$ cat src/rtl/divider_bank.sv
// divider_bank: a bank of independent programmable clock dividers.
//
// Each channel counts clk cycles up to its active divisor. At every wrap it
// emits a one-cycle tick and starts a square wave that is high for div>>1
// cycles. A divisor written through the shared write port is held as
// pending and is only applied at a period boundary (wrap, sync or disable),
// so a period is never truncated or stretched.
//
// Ports
//   clk      in   system clock, rising edge
//   rst      in   synchronous active-high reset
//   en       in   [N_CH] per-channel run enable
//   sync     in   phase-align strobe for all enabled channels
//   wr_en    in   divisor write strobe
//   wr_ch    in   [3] target channel of the write
//   wr_div   in   [CNT_W] new divisor (period in clk cycles, >= 2)
//   tick     out  [N_CH] one-cycle pulse per channel period
//   sq_out   out  [N_CH] per-channel square wave, rising with tick
//   div_pend out  [N_CH] channel holds a written divisor not yet applied
//   wr_err   out  one-cycle pulse after a rejected write
module divider_bank #(
    parameter int                      N_CH     = 3,
    parameter int                      CNT_W    = 32,
    parameter logic [N_CH*CNT_W-1:0]   DIV_INIT = {N_CH{CNT_W'(100)}}
) (
    input  logic              clk,
    input  logic              rst,
    input  logic [N_CH-1:0]   en,
    input  logic              sync,
    input  logic              wr_en,
    input  logic [2:0]        wr_ch,
    input  logic [CNT_W-1:0]  wr_div,
    output logic [N_CH-1:0]   tick,
    output logic [N_CH-1:0]   sq_out,
    output logic [N_CH-1:0]   div_pend,
    output logic              wr_err
);

    logic [CNT_W-1:0] cnt_q  [N_CH];
    logic [CNT_W-1:0] cnt_d  [N_CH];
    logic [CNT_W-1:0] div_q  [N_CH];
    logic [CNT_W-1:0] div_d  [N_CH];
    logic [CNT_W-1:0] pdiv_q [N_CH];
    logic [CNT_W-1:0] pdiv_d [N_CH];
    logic [N_CH-1:0]  pend_q, pend_d;
    logic [N_CH-1:0]  tick_q, tick_d;
    logic [N_CH-1:0]  sq_q, sq_d;
    logic             wr_err_q, wr_err_d;

    logic [N_CH-1:0]  wrap;
    logic [N_CH-1:0]  half;
    logic             wr_ok;

    // Channel index is widened by one bit so N_CH = 8 compares correctly.
    assign wr_ok = wr_en && ({1'b0, wr_ch} < 4'(N_CH)) && (wr_div > CNT_W'(1));

    for (genvar g = 0; g < N_CH; g++) begin : g_cmp
        assign wrap[g] = (cnt_q[g] == div_q[g] - CNT_W'(1));
        // Last high cycle of the square wave; it drops on the following edge.
        assign half[g] = (cnt_q[g] == (div_q[g] >> 1) - CNT_W'(1));
    end

    always_comb begin
        wr_err_d = wr_en && !wr_ok;
        pend_d   = pend_q;
        tick_d   = '0;
        sq_d     = sq_q;
        for (int i = 0; i < N_CH; i++) begin
            cnt_d[i]  = cnt_q[i];
            div_d[i]  = div_q[i];
            pdiv_d[i] = pdiv_q[i];

            if (!en[i] || sync || wrap[i]) begin
                // Period boundary: the only place the active divisor may change.
                if (pend_q[i]) begin
                    div_d[i]  = pdiv_q[i];
                    pend_d[i] = 1'b0;
                end
                cnt_d[i] = '0;
                if (en[i]) begin
                    tick_d[i] = 1'b1;
                    sq_d[i]   = 1'b1;
                end else begin
                    sq_d[i]   = 1'b0;
                end
            end else begin
                cnt_d[i] = cnt_q[i] + CNT_W'(1);
                if (half[i]) sq_d[i] = 1'b0;
            end

            // Applied after the boundary logic so a coincident write waits
            // for the next boundary instead of affecting this one.
            if (wr_ok && (wr_ch == 3'(i))) begin
                pdiv_d[i] = wr_div;
                pend_d[i] = 1'b1;
            end
        end
    end

    always_ff @(posedge clk) begin
        if (rst) begin
            for (int i = 0; i < N_CH; i++) begin
                cnt_q[i]  <= '0;
                div_q[i]  <= DIV_INIT[i*CNT_W +: CNT_W];
                pdiv_q[i] <= '0;
            end
            pend_q   <= '0;
            tick_q   <= '0;
            sq_q     <= '0;
            wr_err_q <= 1'b0;
        end else begin
            for (int i = 0; i < N_CH; i++) begin
                cnt_q[i]  <= cnt_d[i];
                div_q[i]  <= div_d[i];
                pdiv_q[i] <= pdiv_d[i];
            end
            pend_q   <= pend_d;
            tick_q   <= tick_d;
            sq_q     <= sq_d;
            wr_err_q <= wr_err_d;
        end
    end

    assign tick     = tick_q;
    assign sq_out   = sq_q;
    assign div_pend = pend_q;
    assign wr_err   = wr_err_q;

endmodule

$ cat config.mk
export PLATFORM = sky130hd
export DESIGN_NAME = divider_bank
export DESIGN_NICKNAME = d
export VERILOG_FILES = /design/src/rtl/divider_bank.sv
export SDC_FILE = /design/constraint.sdc
export NUM_CORES = 1
export LEC_CHECK = 0
export BUFFER_PORTS_ARGS = -buffer_cell sky130_fd_sc_hd__buf_2
export CAP_MARGIN = 0
export CORE_MARGIN = 3
export CORE_UTILIZATION = 55
export CTS_BUF_LIST = sky130_fd_sc_hd__clkbuf_8
export DETAILED_ROUTE_END_ITERATION = 10
export GPL_ROUTABILITY_DRIVEN = 0
export MAX_ROUTING_LAYER = met4
export PLACE_DENSITY = 0.75
export SLEW_MARGIN = 15
export SYNTH_ARGS = -nofsm -noshare
export SYNTH_HDL_FRONTEND = slang
export SYNTH_SLANG_ARGS = --single-unit
$ cat constraint.sdc
create_clock -name clk -period 3.3 [get_ports clk]
set_clock_uncertainty 0.1 [all_clocks]
set_input_delay 0.495 -clock clk [delete_from_list [all_inputs] [get_ports clk]]
set_output_delay 0.495 -clock clk [all_outputs]
set_load 0.03 [all_outputs]
Yosys cells after proc, flatten, opt, wreduce, memory -nomap -nowiden
Memories as Yosys holds them, arrays and structs flattened.
Index checks and enable logic that the tools add are counted.
{ "totals": {"input_bits": 42, "mem_count": 3, "word_cells": 109, "reg_bits": 10, "ram_bits": 288} }
{ "memory_table": {"columns": ["name", "words", "word_bits", "read_ports", "rd_ports_with_merged_regs", "wr", "line", "source"], "rows": [
  ["cnt_q", 3, 32, 3, 0, 3, "39", "logic [CNT_W-1:0] cnt_q [N_CH];"],
  ["div_q", 3, 32, 3, 0, 3, "41", "logic [CNT_W-1:0] div_q [N_CH];"],
  ["pdiv_q", 3, 32, 3, 0, 3, "43", "logic [CNT_W-1:0] pdiv_q [N_CH];"]
]} }
{ "classes": {"n_bitwise": 12, "magnitude_cmp": 2, "n_mux": 39, "n_eq_ne": 8, "addsub": 9, "reduce_logical": 26} }
{ "ops": {"columns": ["operator", "n"], "rows": [
  ["$mux 32", 21],
  ["$eq 32x32->1", 6],
  ["$add 32x1->32 const B", 3],
  ["$sub 31x1->32 const B", 3],
  ["$sub 32x1->32 const B", 3],
  ["$gt 32x1->1 const B", 1],
  ["$mux 1", 18],
  ["$reduce_bool 2->1", 6],
  ["$or 1x1->1", 9],
  ["$logic_and 1x1->1", 6],
  ["$logic_or 1x1->1", 6],
  ["$reduce_or 2->1", 3],
  ["$logic_not 1->1", 4],
  ["$eq 3x1->1 const B", 1],
  ["$eq 3x2->1 const B", 1],
  ["$logic_not 3->1", 1],
  ["$lt 3x2->1 const B", 1],
  ["$not 1->1", 3]
]} }

Longest topological paths before layout
{ "depth": {"ltp_word": 6, "mapped_depth": 14, "depth_no_buf": 11} }

Worst setup path after synthesis
No wires, ideal clock.
{ "synth_timing": {"path_type": "register -> register", "startpoint": "mem div_q[0][1]", "endpoint": "mem div_q[0][10]", "path_stages_with_launch": 15, "period_less_slack_ps": 3506, "arrival_time_ps": 3279, "path_slack_ps": -206, "required_time_ps": 3072, "cell_sequence": "dfxtp_1 > inv_1 > ha_1 > or3b_2 > clkbuf_1 > nor4_1 > nand3_1 > xnor2_1 > nor4_1 > a41oi_2 > a21boi_2 > buf_6 > buf_12 > mux2i_1 > nor2_1"} }
{ "synth_rtl": {"columns": ["item", "line"], "rows": [
  ["start: declaration", "41"]
]} }

==> qor.csv <==
metric,value,unit
n_antenna_cell,0,
power_frac_seq,49.4,%
initial_core_util,56.1,%
hold_viol,0,
rows,65,
die_x,186,µm
tightest_slew,0.690,ns
ir_drop,302,µV
path_max_fanout,7,
routedWlPerCell,18.5,µm
cts_tree,built,
die_h,186,µm
hp-class,in2reg,
grt_pass1_vias,15200,
yosysSeqAreaShare,33.6,%
failed_checks,setup timing,
grt_overflow,0,
netSwitchingPower,1.75,mW
status,"complete, but fails checks",
routed_via_density,5.96,
cts_sinks,298,
synth_cells,2131,
io-pin-count,52,
dr.first_iter.drc_count,1378,
synth_flop_cell,dfxtp_1,
synth_area,17700,µm²
cts-root-buf,clkbuf_8,
die-area,34500,µm²
grt_max_degree,120,
setup_tns,-0.651,ns
synthesis.nets,2183,
power.share.clock,46.2,%
internal_power,5.63,mW
synth_edf_count,0,
setup_ws,-0.0629,ns
leakage,8.66,nW
ys_async_sr_fraction,0,%
synth_cell_types,73,
powerDensity,350,nW/µm²
end_kind,flop,
dr.pass1.iters,7,
clk_path_buf_depth,3,
multi_input_area,11500,µm²
hpwlAfterDp,35200,µm
ys_seq_elements,298,
finalCriticalPeriod,3.36,ns
layout-drive-gt1-share,19.0,%
yosysWarnings,0,
p_comb_share,4.4,%
clkLatencyLatePin,0.61,ns
clkSlewWorstSetupHoldPaths,0.06,ns
rsz0062_at_grt,yes,
switching_share,23.7,%
coreArea,31600,µm²
holdWs,0.0830,ns
antenna_found_initial,0,
drc,0,
fill_cells,2485,
max-cap-violations,0,
port_buffers,51,
setup_violations,31,
ctsHtreeMaxLevel,2,
detail-route-antenna-nets,0,
crit_type,reg2reg,
grtUsageTotal,28.1,%
area_delta_synth_final,18.7,%
min_period_over_period,102,%
avgSynthCellArea,8.33,µm²
maxSlewHeadroom,53.4,%
vias,16000,
grt_first_pass_wirelength,76900,µm
required,3.68,ns
num-nets-final,2297,
cp.arrival,3.75,ns
slew_violations,0,
numCtsBuffers,50,
regArea,5980,µm²
worstSetupStartpointType,flop,
max_freq,297,MHz
wl,49700,µm
==> routing by layer <==
metal	vias to the layer above	routed length [µm]	global-route usage (%)
li1	7614	-	-
met1	7600	20900	35.6
met2	642	23400	45.7
met3	148	3630	4.42
met4	0	1720	9.95
met5	-	0	-
==> cells in the final DEF, fill, tap and decap left out, drive strengths merged, types with 24 or more instances in the layout <==
cell and n:
clkbuf 72, nand4 40, xor2 138, nor4 65
nand2b 66, and3 35, a21oi 33, inv 37
mux2i 193, nand2 73, buf 231, nor2 371
or3 30, nand3 71, or4 24, o21ai 30
xnor2 201, nor3 53, dfxtp 298
==> per-stage QoR <==
| step | total power [mW] | setup WS (ns) | cells | utilization, % | instance area, µm² |
|---|---|---|---|---|---|
| final | 7.38 | -0.0629 | 2683 | 66.6 | 21100 |
| after global routing | 7.64 | -0.285 | 2683 | 66.6 | 21100 |
| after CTS | 7.42 | -0.0764 | 2665 | 64.0 | 20300 |
| after detailed placement | 4.02 | -0.186 | 2573 | 60.4 | 19100 |
| after global placement | 4.02 | -0.0946 | 2573 | 60.4 | 19100 |
| after floorplan | 3.89 | -0.0158 | 2131 | - | 17800 |
==> kinds of logic after synthesis <==
logic type / count (synthesis) / synth area share (%)
buf+inv: 201 / 4.99
simple gates: 899 / 25.5
fa+ha+maj: 10 / 0.705
mux: 193 / 10.9
flops: 298 / 33.6
compound gates: 191 / 7.60
xor+xnor: 339 / 16.7
==> registers in the layout, indices dropped and copies added (netlist names) <==
signal	flops
cnt_q	96
div_pend	3
div_q	96
pdiv_q	96
sq_out	3
tick	3
wr_err	1
==> synth_stat cells, types with 5 or more instances <==
library cell  number  area share (%)
xor2_1           138             6.8
nor2b_1            8            0.28
and2_1             9            0.32
a21oi_1           32            0.90
nand3_1           71             2.0
o21ai_0           30            0.85
o31ai_1            8            0.34
nand4_1           40             1.4
and4_1            11            0.54
o22ai_1           10            0.35
o2111ai_1          6            0.30
xnor2_1          201             9.9
dfxtp_1          298              34
a211o_1           11            0.54
buf_6              5            0.32
inv_1             26            0.55
and3_1            35             1.2
nor2_1           371             7.8
buf_4              5            0.21
clkbuf_1         132             2.8
nor4b_1            9            0.44
nand2b_1          66             2.3
nor3b_1           10            0.42
buf_1              9            0.19
nand3b_1           6            0.25
or4_1             22            0.93
or2_2              8            0.28
nor3_1            53             1.5
ha_1              10            0.71
or3_1             29             1.0
o211ai_1           7            0.30
mux2i_1          193              11
nor4_1            63             2.2
a31oi_1           22            0.78
buf_2             19            0.54
a211oi_1          11            0.47
nand2_1           73             1.5
==> path summary, 6_finish.rpt <==
kind / from / endpoint / slack (ns) / cells past startpoint
hold / removal: en[2] / sq_out[2] / 0.08 / 3
hold reg to reg: pdiv_q[0][44] / div_q[0][44] / 0.37 / 2
setup reg to reg: div_q[0][85] / div_q[0][69] / -0.06 / 12
setup / recovery: div_q[0][85] / div_q[0][69] / -0.06 / 12
==> cell type report <==
class                   instances  area share, %
clock buffers                  67           4.38
clock inverters                21          0.576
inverters                      26          0.463
multi-input cells            1632           54.7
flip-flops and latches        298           28.4
well taps                     402           2.39
repair buffers                237           9.10
==> timing repair <==
item | CTS | global route
gates cloned | 0 | 7
setup buffers | 3 | 11
hold buffers | 1 | 0
hold endpoints to repair | 1 | 0
endpoints found under the setup margin | 96 | 196
pin swaps | 5 | 34
gates resized for setup | 13 | 117
==> power groups by stage <==
stage | combinational, mW | sequential, mW | clock (mW)
global route | 0.345 | 3.64 | 3.65
CTS | 0.305 | 3.64 | 3.47
detailed placement | 0.301 | 3.72 | 0
finish | 0.327 | 3.64 | 3.41
floorplan | 0.167 | 3.73 | 0
global placement | 0.298 | 3.72 | 0
==> critical path, stage by stage (launching register included) <==
cell       delay [ns]
dfxtp_1          0.31
or4_4            0.58
buf_4            0.17
or3_4            0.39
xnor2_2          0.23
a31oi_2          0.17
a2111oi_4        0.31
nand3_2          0.15
a21boi_4         0.24
buf_6            0.15
buf_12           0.13
nor2b_1          0.05
a211o_1          0.26
Note: power is estimated with default switching activity, not from simulation.
